===== src/rtl/dly_tap_ctrl_pkg.sv =====
// rtl/dly_tap_ctrl_pkg.sv - shared types and constants for the delay-tap sequencer
package dly_tap_ctrl_pkg;

    localparam int TAP_W    = 6;
    localparam int TAP_MAX  = 63;
    localparam int PULSE_HI = 2;
    localparam int PULSE_LO = 2;

    typedef enum logic [2:0] {
        IDLE,
        LD_HI,
        LD_LO,
        CMP,
        ADJ_HI,
        ADJ_LO,
        FIN
    } state_t;

endpackage


===== src/rtl/dly_tap_ctrl_if.sv =====
// rtl/dly_tap_ctrl_if.sv - request, status and primitive-control bundle for dly_tap_ctrl
interface dly_tap_ctrl_if
    import dly_tap_ctrl_pkg::*;
();
    logic [TAP_W-1:0] TARGET_TAP;
    logic             TARGET_VALID;
    logic             TARGET_READY;
    logic             LOAD_REQ;
    logic [TAP_W-1:0] DLY_TAP_VALUE;
    logic             DLY_LOAD;
    logic             DLY_ADJ;
    logic             DLY_INCDEC;
    logic             BUSY;
    logic             DONE;
    logic             ERROR;
    logic [15:0]      ADJ_COUNT;

    modport slave (
        input  TARGET_TAP, TARGET_VALID, LOAD_REQ, DLY_TAP_VALUE,
        output TARGET_READY, DLY_LOAD, DLY_ADJ, DLY_INCDEC, BUSY, DONE, ERROR, ADJ_COUNT
    );

    modport master (
        output TARGET_TAP, TARGET_VALID, LOAD_REQ, DLY_TAP_VALUE,
        input  TARGET_READY, DLY_LOAD, DLY_ADJ, DLY_INCDEC, BUSY, DONE, ERROR, ADJ_COUNT
    );

endinterface


===== src/rtl/dly_pulse_gen.sv =====
// rtl/dly_pulse_gen.sv - fixed-width high/low pulse shared by load and adjust paths
module dly_pulse_gen
    import dly_tap_ctrl_pkg::*;
(
    input  logic CLK_IN,
    input  logic RST,
    input  logic start,
    output logic pulse,
    output logic hi_last,
    output logic done
);

    logic       active;
    logic [1:0] cnt;

    always_ff @(posedge CLK_IN or posedge RST) begin
        if (RST) begin
            active <= 1'b0;
            pulse  <= 1'b0;
            cnt    <= '0;
        end else if (start) begin
            active <= 1'b1;
            pulse  <= 1'b1;
            cnt    <= '0;
        end else if (active) begin
            if (pulse) begin
                if (hi_last) begin
                    pulse <= 1'b0;
                    cnt   <= '0;
                end else begin
                    cnt <= cnt + 2'd1;
                end
            end else if (done) begin
                active <= 1'b0;
            end else begin
                cnt <= cnt + 2'd1;
            end
        end
    end

    // Both strobes mark the final cycle of their phase so the FSM moves on the same edge.
    assign hi_last = pulse && (cnt == 2'(PULSE_HI - 1));
    assign done    = active && !pulse && (cnt == 2'(PULSE_LO - 1));

endmodule


===== src/rtl/dly_tap_ctrl.sv =====
// rtl/dly_tap_ctrl.sv - load/adjust sequencer for the input-delay primitive; DLY_TAP_CTRL_STATS_EN enables ADJ_COUNT
module dly_tap_ctrl
    import dly_tap_ctrl_pkg::*;
#(
    parameter int DELAY       = 0,
    parameter int STUCK_LIMIT = 2
) (
    input  logic           CLK_IN,
    input  logic           RST,
    dly_tap_ctrl_if.slave  bus
);

    state_t           state;
    logic [TAP_W-1:0] tgt;
    logic [TAP_W-1:0] prev;
    logic             dir;
    logic             err;
    logic [3:0]       stuck;
    logic [3:0]       stuck_nxt;
    logic             tap_hit;
    logic             pg_start;
    logic             pg_pulse;
    logic             pg_hi_last;
    logic             pg_done;

    assign tap_hit   = (bus.DLY_TAP_VALUE == tgt);
    assign stuck_nxt = stuck + 4'd1;
    assign pg_start  = ((state == IDLE) && bus.LOAD_REQ) || ((state == CMP) && !tap_hit);

    dly_pulse_gen u_pulse (
        .CLK_IN  (CLK_IN),
        .RST     (RST),
        .start   (pg_start),
        .pulse   (pg_pulse),
        .hi_last (pg_hi_last),
        .done    (pg_done)
    );

    always_ff @(posedge CLK_IN or posedge RST) begin
        if (RST) begin
            state <= IDLE;
            tgt   <= '0;
            prev  <= '0;
            dir   <= 1'b0;
            err   <= 1'b0;
            stuck <= '0;
        end else begin
            case (state)
                IDLE: begin
                    if (bus.LOAD_REQ) begin
                        err   <= 1'b0;
                        stuck <= '0;
                        tgt   <= TAP_W'(DELAY);
                        state <= LD_HI;
                    end else if (bus.TARGET_VALID) begin
                        err   <= 1'b0;
                        stuck <= '0;
                        tgt   <= bus.TARGET_TAP;
                        state <= CMP;
                    end
                end
                LD_HI:  if (pg_hi_last) state <= LD_LO;
                LD_LO:  if (pg_done)    state <= FIN;
                CMP: begin
                    if (tap_hit) begin
                        state <= FIN;
                    end else begin
                        dir   <= (tgt > bus.DLY_TAP_VALUE);
                        prev  <= bus.DLY_TAP_VALUE;
                        state <= ADJ_HI;
                    end
                end
                ADJ_HI: if (pg_hi_last) state <= ADJ_LO;
                ADJ_LO: begin
                    // Tap has settled by now; an unchanged tap counts toward stuck detection.
                    if (pg_done) begin
                        if (bus.DLY_TAP_VALUE == prev) begin
                            stuck <= stuck_nxt;
                            if (stuck_nxt >= 4'(STUCK_LIMIT)) begin
                                err   <= 1'b1;
                                state <= IDLE;
                            end else begin
                                state <= CMP;
                            end
                        end else begin
                            stuck <= '0;
                            state <= CMP;
                        end
                    end
                end
                FIN:     state <= IDLE;
                default: state <= IDLE;
            endcase
        end
    end

    assign bus.TARGET_READY = (state == IDLE);
    assign bus.BUSY         = (state != IDLE);
    assign bus.DONE         = (state == FIN);
    assign bus.ERROR        = err;
    assign bus.DLY_INCDEC   = dir;
    assign bus.DLY_LOAD     = pg_pulse && (state == LD_HI);
    assign bus.DLY_ADJ      = pg_pulse && (state == ADJ_HI);

`ifdef DLY_TAP_CTRL_STATS_EN
    logic [15:0] adj_cnt;

    always_ff @(posedge CLK_IN or posedge RST) begin
        if (RST) begin
            adj_cnt <= '0;
        end else if ((state == CMP) && !tap_hit && (adj_cnt != 16'hFFFF)) begin
            adj_cnt <= adj_cnt + 16'd1;
        end
    end

    assign bus.ADJ_COUNT = adj_cnt;
`else
    assign bus.ADJ_COUNT = '0;
`endif

endmodule


===== src/flat_wrapper.sv =====
// flat-port wrapper written by rule: the top's interface ports become plain ports
module dly_tap_ctrl_flat import dly_tap_ctrl_pkg::*;
#(
    parameter int DELAY       = 0,
    parameter int STUCK_LIMIT = 2
)
  (CLK_IN, RST, bus_TARGET_TAP, bus_TARGET_VALID, bus_LOAD_REQ, bus_DLY_TAP_VALUE, bus_TARGET_READY, bus_DLY_LOAD, bus_DLY_ADJ, bus_DLY_INCDEC, bus_BUSY, bus_DONE, bus_ERROR, bus_ADJ_COUNT);
  dly_tap_ctrl_if bus_i ();
  input  logic CLK_IN;
  input  logic RST;
  input wire logic [$bits(bus_i.TARGET_TAP)-1:0] bus_TARGET_TAP;
  input wire logic [$bits(bus_i.TARGET_VALID)-1:0] bus_TARGET_VALID;
  input wire logic [$bits(bus_i.LOAD_REQ)-1:0] bus_LOAD_REQ;
  input wire logic [$bits(bus_i.DLY_TAP_VALUE)-1:0] bus_DLY_TAP_VALUE;
  output wire logic [$bits(bus_i.TARGET_READY)-1:0] bus_TARGET_READY;
  output wire logic [$bits(bus_i.DLY_LOAD)-1:0] bus_DLY_LOAD;
  output wire logic [$bits(bus_i.DLY_ADJ)-1:0] bus_DLY_ADJ;
  output wire logic [$bits(bus_i.DLY_INCDEC)-1:0] bus_DLY_INCDEC;
  output wire logic [$bits(bus_i.BUSY)-1:0] bus_BUSY;
  output wire logic [$bits(bus_i.DONE)-1:0] bus_DONE;
  output wire logic [$bits(bus_i.ERROR)-1:0] bus_ERROR;
  output wire logic [$bits(bus_i.ADJ_COUNT)-1:0] bus_ADJ_COUNT;
  assign bus_i.TARGET_TAP = bus_TARGET_TAP;
  assign bus_i.TARGET_VALID = bus_TARGET_VALID;
  assign bus_i.LOAD_REQ = bus_LOAD_REQ;
  assign bus_i.DLY_TAP_VALUE = bus_DLY_TAP_VALUE;
  assign bus_TARGET_READY = bus_i.TARGET_READY;
  assign bus_DLY_LOAD = bus_i.DLY_LOAD;
  assign bus_DLY_ADJ = bus_i.DLY_ADJ;
  assign bus_DLY_INCDEC = bus_i.DLY_INCDEC;
  assign bus_BUSY = bus_i.BUSY;
  assign bus_DONE = bus_i.DONE;
  assign bus_ERROR = bus_i.ERROR;
  assign bus_ADJ_COUNT = bus_i.ADJ_COUNT;
  dly_tap_ctrl #(.DELAY(DELAY), .STUCK_LIMIT(STUCK_LIMIT)) u_core (.CLK_IN(CLK_IN), .RST(RST), .bus(bus_i));
endmodule

===== config.mk =====
export PLATFORM = sky130hd
export DESIGN_NAME = dly_tap_ctrl_flat
export DESIGN_NICKNAME = d
export VERILOG_FILES = /design/src/rtl/dly_tap_ctrl_pkg.sv /design/src/rtl/dly_tap_ctrl_if.sv /design/src/rtl/dly_pulse_gen.sv /design/src/rtl/dly_tap_ctrl.sv /design/src/flat_wrapper.sv
export SDC_FILE = /design/constraint.sdc
export NUM_CORES = 1
export LEC_CHECK = 0
export CORE_UTILIZATION = 46
export DETAILED_ROUTE_END_ITERATION = 16
export PLACE_DENSITY = 0.77
export SKIP_LAST_GASP = 1
export SYNTH_ARGS = -nofsm -noshare
export SYNTH_HDL_FRONTEND = slang
export SYNTH_SLANG_ARGS = --single-unit

===== constraint.sdc =====
create_clock -name CLK_IN -period 2.4 [get_ports CLK_IN]
set_input_delay 0.24 -clock CLK_IN [delete_from_list [all_inputs] [get_ports CLK_IN]]
set_output_delay 0.24 -clock CLK_IN [all_outputs]
set_load 0.05 [all_outputs]

==> flow_metrics.env <==
export IMPL_status="finished, final reports clean"
export IMPL_grtUsageTotal_pct=17.8
export IMPL_dp_hpwl_mm=2.32
export IMPL_hp_class="input pin to async pin"
export IMPL_hold_violations=0
export IMPL_drt_initial_drc_count=45
export IMPL_min_period_ns=2.32
export IMPL_max_slew_worst_pin_slew_ns=0.496
export IMPL_cts_tree="built"
export IMPL_synthFlopType="dfrtp_1"
export IMPL_fin_util_pct=54.6
export IMPL_wl_per_cell_um=12.8
export IMPL_ios=39
export IMPL_start_kind="flip-flop"
export IMPL_drtAntennaViolNets=0
export IMPL_post_route_drc_count=0
export IMPL_fillers=337
export IMPL_top_usage_layer="met2"
export IMPL_die_height_um=61.4
export IMPL_final_area_sq_mm=0.00184
export IMPL_yosysTopAreaCell="dfrtp_1"
export IMPL_clk_latency_ns=0.31
export IMPL_syn_inst=166
export IMPL_use_met3_pct=2.52
export IMPL_synth_top_area_share_pct=38.5
export IMPL_rows=21
export IMPL_relSlewSlack_pct=66.8
export IMPL_setup_tns_ns=0
export IMPL_antenna_found_initial=0
export IMPL_core_area_sq_mm=0.00336
export IMPL_grt_first_pass_wirelength_mm=4.95
export IMPL_cp_startpoint="u_core.state[0]$_DFFE_PP0P_"
export IMPL_area_growth_pct=13.0
export IMPL_cts_root_buf="clkbuf_4"
export IMPL_placed_cell_area_sq_mm=0.00181
export IMPL_rsz0062_at_grt="false"
export IMPL_slowest_delay_ns=0.81
export IMPL_cp_end_kind="output port"
export IMPL_antenna_cells=0
export IMPL_die_width_um=61.4
export IMPL_leakagePower_nw=0.879
export IMPL_start_util_pct=48.3
export IMPL_ys_types=45
export IMPL_vias=1213
export IMPL_rr_startpoint="u_core.stuck[0]$_DFFE_PP0P_"
export IMPL_skew_ns=0.00239
export IMPL_grt_max_degree=26
export IMPL_dpl_cell_count=230
export IMPL_gp_congestion=0.772
export IMPL_grt_overflow=0
export IMPL_crit_chain="or2b_1, nor2_1, clkdlybuf4s50_1"
export IMPL_ys_ff_latch=25
export IMPL_numClockSinks=25
export IMPL_clk_pin_slew_worst_paths_ns=0.14
export IMPL_synth_common_cells="dfrtp_1 (25), buf_4 (16), inv_1 (10), nand2_1 (10), ha_1 (8)"
export IMPL_synth_area_leaders="dfrtp_1 (38%), buf_4 (7.4%), ha_1 (6.2%)"
export IMPL_critPathKind="flip-flop to output port"
export IMPL_met2_usage_pct=31.1
export IMPL_setup_violations=0
export IMPL_required_ns=2.16
export IMPL_grt_pass1_vias=1152
export IMPL_maxSlewViolCount=0
export IMPL_yosysMostFrequentCell="dfrtp_1"
export IMPL_wl_mm=2.99
export IMPL_dieArea_sq_mm=0.00377
export IMPL_maxCapViolCount=0
export IMPL_finalNonFillerCells=234
export IMPL_synthArstFlopShare_pct=100
export IMPL_port_buffers=22
export IMPL_cpMaxStageDelayCell="clkdlybuf4s50_1"
export IMPL_cts_setup_buffers=0
export IMPL_yosys_warnings=0
export IMPL_finalCritPeriodShare_pct=96.8
export IMPL_worst_path_max_fanout=12
export IMPL_irDropWorstVdd_uv=547
export IMPL_fmax_mhz=431
export IMPL_fin_nets=213
export IMPL_drtPass1Iterations=4
export IMPL_cts_buffer_depth=2
export IMPL_cts_buffers=3
export IMPL_powerDensity_mw_per_mm2=1070
export IMPL_layout_drive_gt1_share_pct=11.2
export IMPL_netlist_area_sq_mm=0.00163
export IMPL_syn_area_per_cell_sq_um=9.79
export IMPL_routed_via_density=5.18
export IMPL_hold_buffers=0
export IMPL_cp_arrival_ns=2.08
export IMPL_yosysSeqAreaShare_pct=38.5
export IMPL_h_tree_depth=1
export IMPL_met1_usage_pct=22.5
export IMPL_synth_edff_count=0
-- repair_timing --
action	CTS	global route
resized for setup	0	1
hold endpoints to repair	0	0
setup endpoints to repair	0	1
-- registers in the layout, indices dropped and copies added, names as in the netlist --
| name | cells |
|---|---|
| u_core.u_pulse.active | 1 |
| u_core.bus.DLY_INCDEC | 1 |
| u_core.state | 3 |
| u_core.stuck | 4 |
| u_core.tgt | 6 |
| u_core.u_pulse.cnt | 2 |
| u_core.u_pulse.pulse | 1 |
| u_core.bus.ERROR | 1 |
| u_core.prev | 6 |
-- logic make-up (layout without fill, tap and decap cells) --
kind of cell / Yosys count / in the layout / synth area share (%)
buffers and inverters: 32 / 39 / 12.5
muxes: 6 / 6 / 4.16
and+or+nand+nor: 52 / 52 / 18.8
adders and majority gates: 8 / 8 / 6.16
DFF: 25 / 25 / 38.5
AOI/OAI and AO/OA: 34 / 34 / 15.3
other: 1 / 16 / 0.231
xor gates and xnor gates: 8 / 8 / 4.31
-- critical path, delay by kind of cell, from the launching register on --
kind	cells	cell delay, ns
and+or+nand+nor	2	0.40
DFF	1	0.55
buffers and inverters	1	0.81
-- path summary, 6_finish.rpt --
path                                          endpoint  slack [ns]  cells after the start
setup / recovery                           bus_DLY_ADJ        0.08                      3
hold / removal             u_core.stuck[1]$_DFFE_PP0P_        0.26                      3
setup reg to reg           u_core.state[0]$_DFFE_PP0P_        0.45                      5
hold reg to reg              u_core.tgt[5]$_DFFE_PP0P_        0.51                      2
max in group asynchronous  u_core.state[2]$_DFFE_PP0P_        1.89                      3
min in group CLK_IN          u_core.tgt[5]$_DFFE_PP0P_        0.50                      3
-- through the flow --
stage               total power, mW  worst slack (ns)  hold WS (ns)
floorplan                      1.58             0.452         0.267
global placement               1.74             0.255         0.483
detailed placement             1.78             0.193         0.488
CTS                            1.97            0.0915         0.276
global route                   2.11           0.00267         0.281
finish                         1.96            0.0777         0.257
-- layout make-up --
cell class	count	area, sq um	area share (%)
Clock buffer	4	26.3	1.43
Inverter	11	41.3	2.25
Multi-Input combinational cell	124	852	46.4
Sequential cell	25	627	34.1
Tap cell	46	57.6	3.13
Timing Repair Buffer	24	233	12.7
-- report_power, final --
group	total, mW	internal, mW	leakage, nW	switching, mW
sequential	0.773	0.582	0.315	0.191
clock	0.190	0.0649	0.0150	0.125
combinational	0.995	0.428	0.549	0.567
-- placed cells by master (no fill, tap or decap), types with 2 or more instances in the layout --
| master | Yosys | layout |
|---|---|---|
| a21oi_1 | 3 | 3 |
| a22o_1 | 4 | 4 |
| a311oi_1 | 3 | 3 |
| a31oi_1 | 3 | 3 |
| and3_1 | 4 | 4 |
| buf_4 | 16 | 3 |
| clkbuf_4 | 0 | 3 |
| clkdlybuf4s50_1 | 0 | 21 |
| conb_1 | 1 | 16 |
| dfrtp_1 | 25 | 24 |
| ha_1 | 8 | 8 |
| inv_1 | 10 | 10 |
| mux2_2 | 6 | 6 |
| nand2_1 | 10 | 10 |
| nand2b_1 | 3 | 3 |
| nand3_1 | 5 | 5 |
| nand4_1 | 2 | 2 |
| nor2_1 | 7 | 7 |
| nor2b_1 | 6 | 6 |
| nor3_1 | 5 | 5 |
| o211a_1 | 2 | 2 |
| o21ai_0 | 7 | 7 |
| o22ai_1 | 2 | 2 |
| o41ai_1 | 2 | 2 |
| or3_1 | 2 | 2 |
| xor2_1 | 7 | 7 |
-- per-layer routing --
layer | share of wire [%] | wire length (um)
met1 | 46 | 1380
met2 | 49 | 1480
met3 | 3.4 | 103
met4 | 1.0 | 31
met5 | 0 | 0
Power figures use the tool's default switching activity.
==> RTL change: new RTL, same flow settings <==
Set the package constant `TAP_W` to 8 (it was 6).
--- a/src/rtl/dly_tap_ctrl_pkg.sv
+++ b/src/rtl/dly_tap_ctrl_pkg.sv
@@ -2,5 +2,5 @@
 package dly_tap_ctrl_pkg;
 
-    localparam int TAP_W    = 6;
+    localparam int TAP_W    = 8;
     localparam int TAP_MAX  = 63;
     localparam int PULSE_HI = 2;
Interface: changed (resized bus_DLY_TAP_VALUE and bus_TARGET_TAP); port bits go from 39 to 43. The function was not compared with the original's and may differ.
==> RTL change against the unedited design <==
Power up 23%; die area up 10%; wire length up 18%; cell count up 12%; clock power up 140%; synthesized cell count up 10%; setup slack better by 0.058 ns; first-iteration DRC count up 58%; sequential power up 13%; sequential cell count up 4; area after synthesis up 10%; cell area up 17%; largest cell class unchanged; largest power group unchanged.
==> RTL change: results <==
run_status:
  status: "finished clean"
timing:
  timing_max_transition_violations_final: 0
  worst_slew_pin_slew_ns: 0.504
  crit_share_post_route_pct: 94.3
  fin_skew_ns: 0.00426
placed_design:
  buffer_ports.inserted: 26
  hpwlAfterDp_um: 2510
  post_place_setup_slack_ns: 0.134
  gp_congestion: 0.772
setup_path:
  worst-endpoint-arrival_ns: 2.02
  timing.reg2reg.setup_slack_ns: 0.50
  biggest_cell_delay_along_the_critical_path_ns: 0.85
  worstSetupEndpoint: "bus_DLY_LOAD"
  setup.worst_path.start: "u_core.state[2]"
  r2r_end: "u_core.bus.DLY_INCDEC"
  timing.reg2reg.worst_path_depth: 6
  max_fo_critical_path: 13
  r2r_start: "u_core.tgt[3]"
cells_and_area:
  finalNetCount: 242
  final_layout_size_suffix_gt1_share_pct: 10.8
  top_regs: "u_core.prev (8), u_core.tgt (8), u_core.stuck (4)"
power:
  cellPowerDensity_mw_per_mm2: 1130
  irDropWorstVdd_mv: 0.765
  p_leak_uw: 0.00104
clocking:
  post-cts-setup-buffers: 0
  post_cts_resized: 0
  clk_latency_ns: 0.28
  cts-buffers-inserted: 5
  cts_htree_levels: 2
  root_buffer: "clkbuf_8"
  clk_transition_reported_paths_ns: 0.06
drt:
  drt-vias-per-instance: 5.17
  wire_per_inst_um: 13.5
  initialDrtViolationCount: 71
yosys:
  yosysWarnings: 0
  yosysSeqAreaShare_pct: 40.4
  synth_top_cells_by_area: "dfrtp_1, buf_4, ha_1"
  synth_commonest_cells: "dfrtp_1, nand2_1, buf_4, inv_1, o21ai_0"
grt:
  largest_net_degree_at_the_start_of_global_routing: 30
  gr-usage-all-layers_pct: 18.9
  grt_first_pass_wirelength_um: 5920
  first_global_vias: 1283
## RTL change: changes by cell type after synthesis, moves of 3 or more
cell	delta
nand2_1	+8
o21ai_0	+6
a22o_1	+5
mux2_2	-5
nor2b_1	-5
a21o_1	+4
dfrtp_1	+4
nand3_1	-4
a2111oi_0	+3
a311oi_1	-3
inv_1	+3
nor3_1	-3
## RTL change: per-stage QoR
step                std cells  instance area, µm²
finish                    261                2150
global route              261                2150
CTS                       261                2150
detailed placement        253                2040
global placement          253                2040
floorplan                 198                1860
## RTL change: per-layer routing
metal | GRT usage [%] | wire, µm
met5 | 0 | 0
met4 | 7.22 | 53
met3 | 5.99 | 153
met2 | 27.5 | 1490
met1 | 26.2 | 1830
## RTL change: logic make-up after synthesis
logic type,count (synthesis),synth area share [%]
AO/OA/AOI/OAI,47,19.6
AND/OR/NAND/NOR,47,14.8
buffers and inverters,37,11.9
flip-flops,29,40.4
adder cells (fa/ha/maj),10,6.97
XOR/XNOR,9,4.39
multiplexers,3,1.74
other,1,0.209
## RTL change: final cells by class
type	count	area share, %
Tap cell	48	2.80
Timing Repair Buffer	30	13.4
Clock buffer	7	4.49
Inverter	14	2.45
Sequential cell	29	33.8
Multi-Input combinational cell	132	42.8
Clock inverter	1	0.233
## RTL change: worst min-delay path by stage
stage	cells past startpoint	to	slack [ns]	start
2_1_floorplan	1	u_core.bus.DLY_INCDEC	0.32	RST
3_3_place_gp	2	u_core.prev[1]	0.48	u_core.prev[1]
3_5_place_dp	1	u_core.bus.ERROR	0.48	u_core.bus.ERROR
4_1_cts	3	u_core.state[2]	0.35	RST
5_1_grt	3	u_core.prev[6]	0.37	RST
6_report	3	u_core.stuck[3]	0.34	RST
## RTL change: report_power, final
group	internal (µW)	switching, µW
Clock	259	189
Sequential	680	191
Combinational	470	630
Total	1410	1010
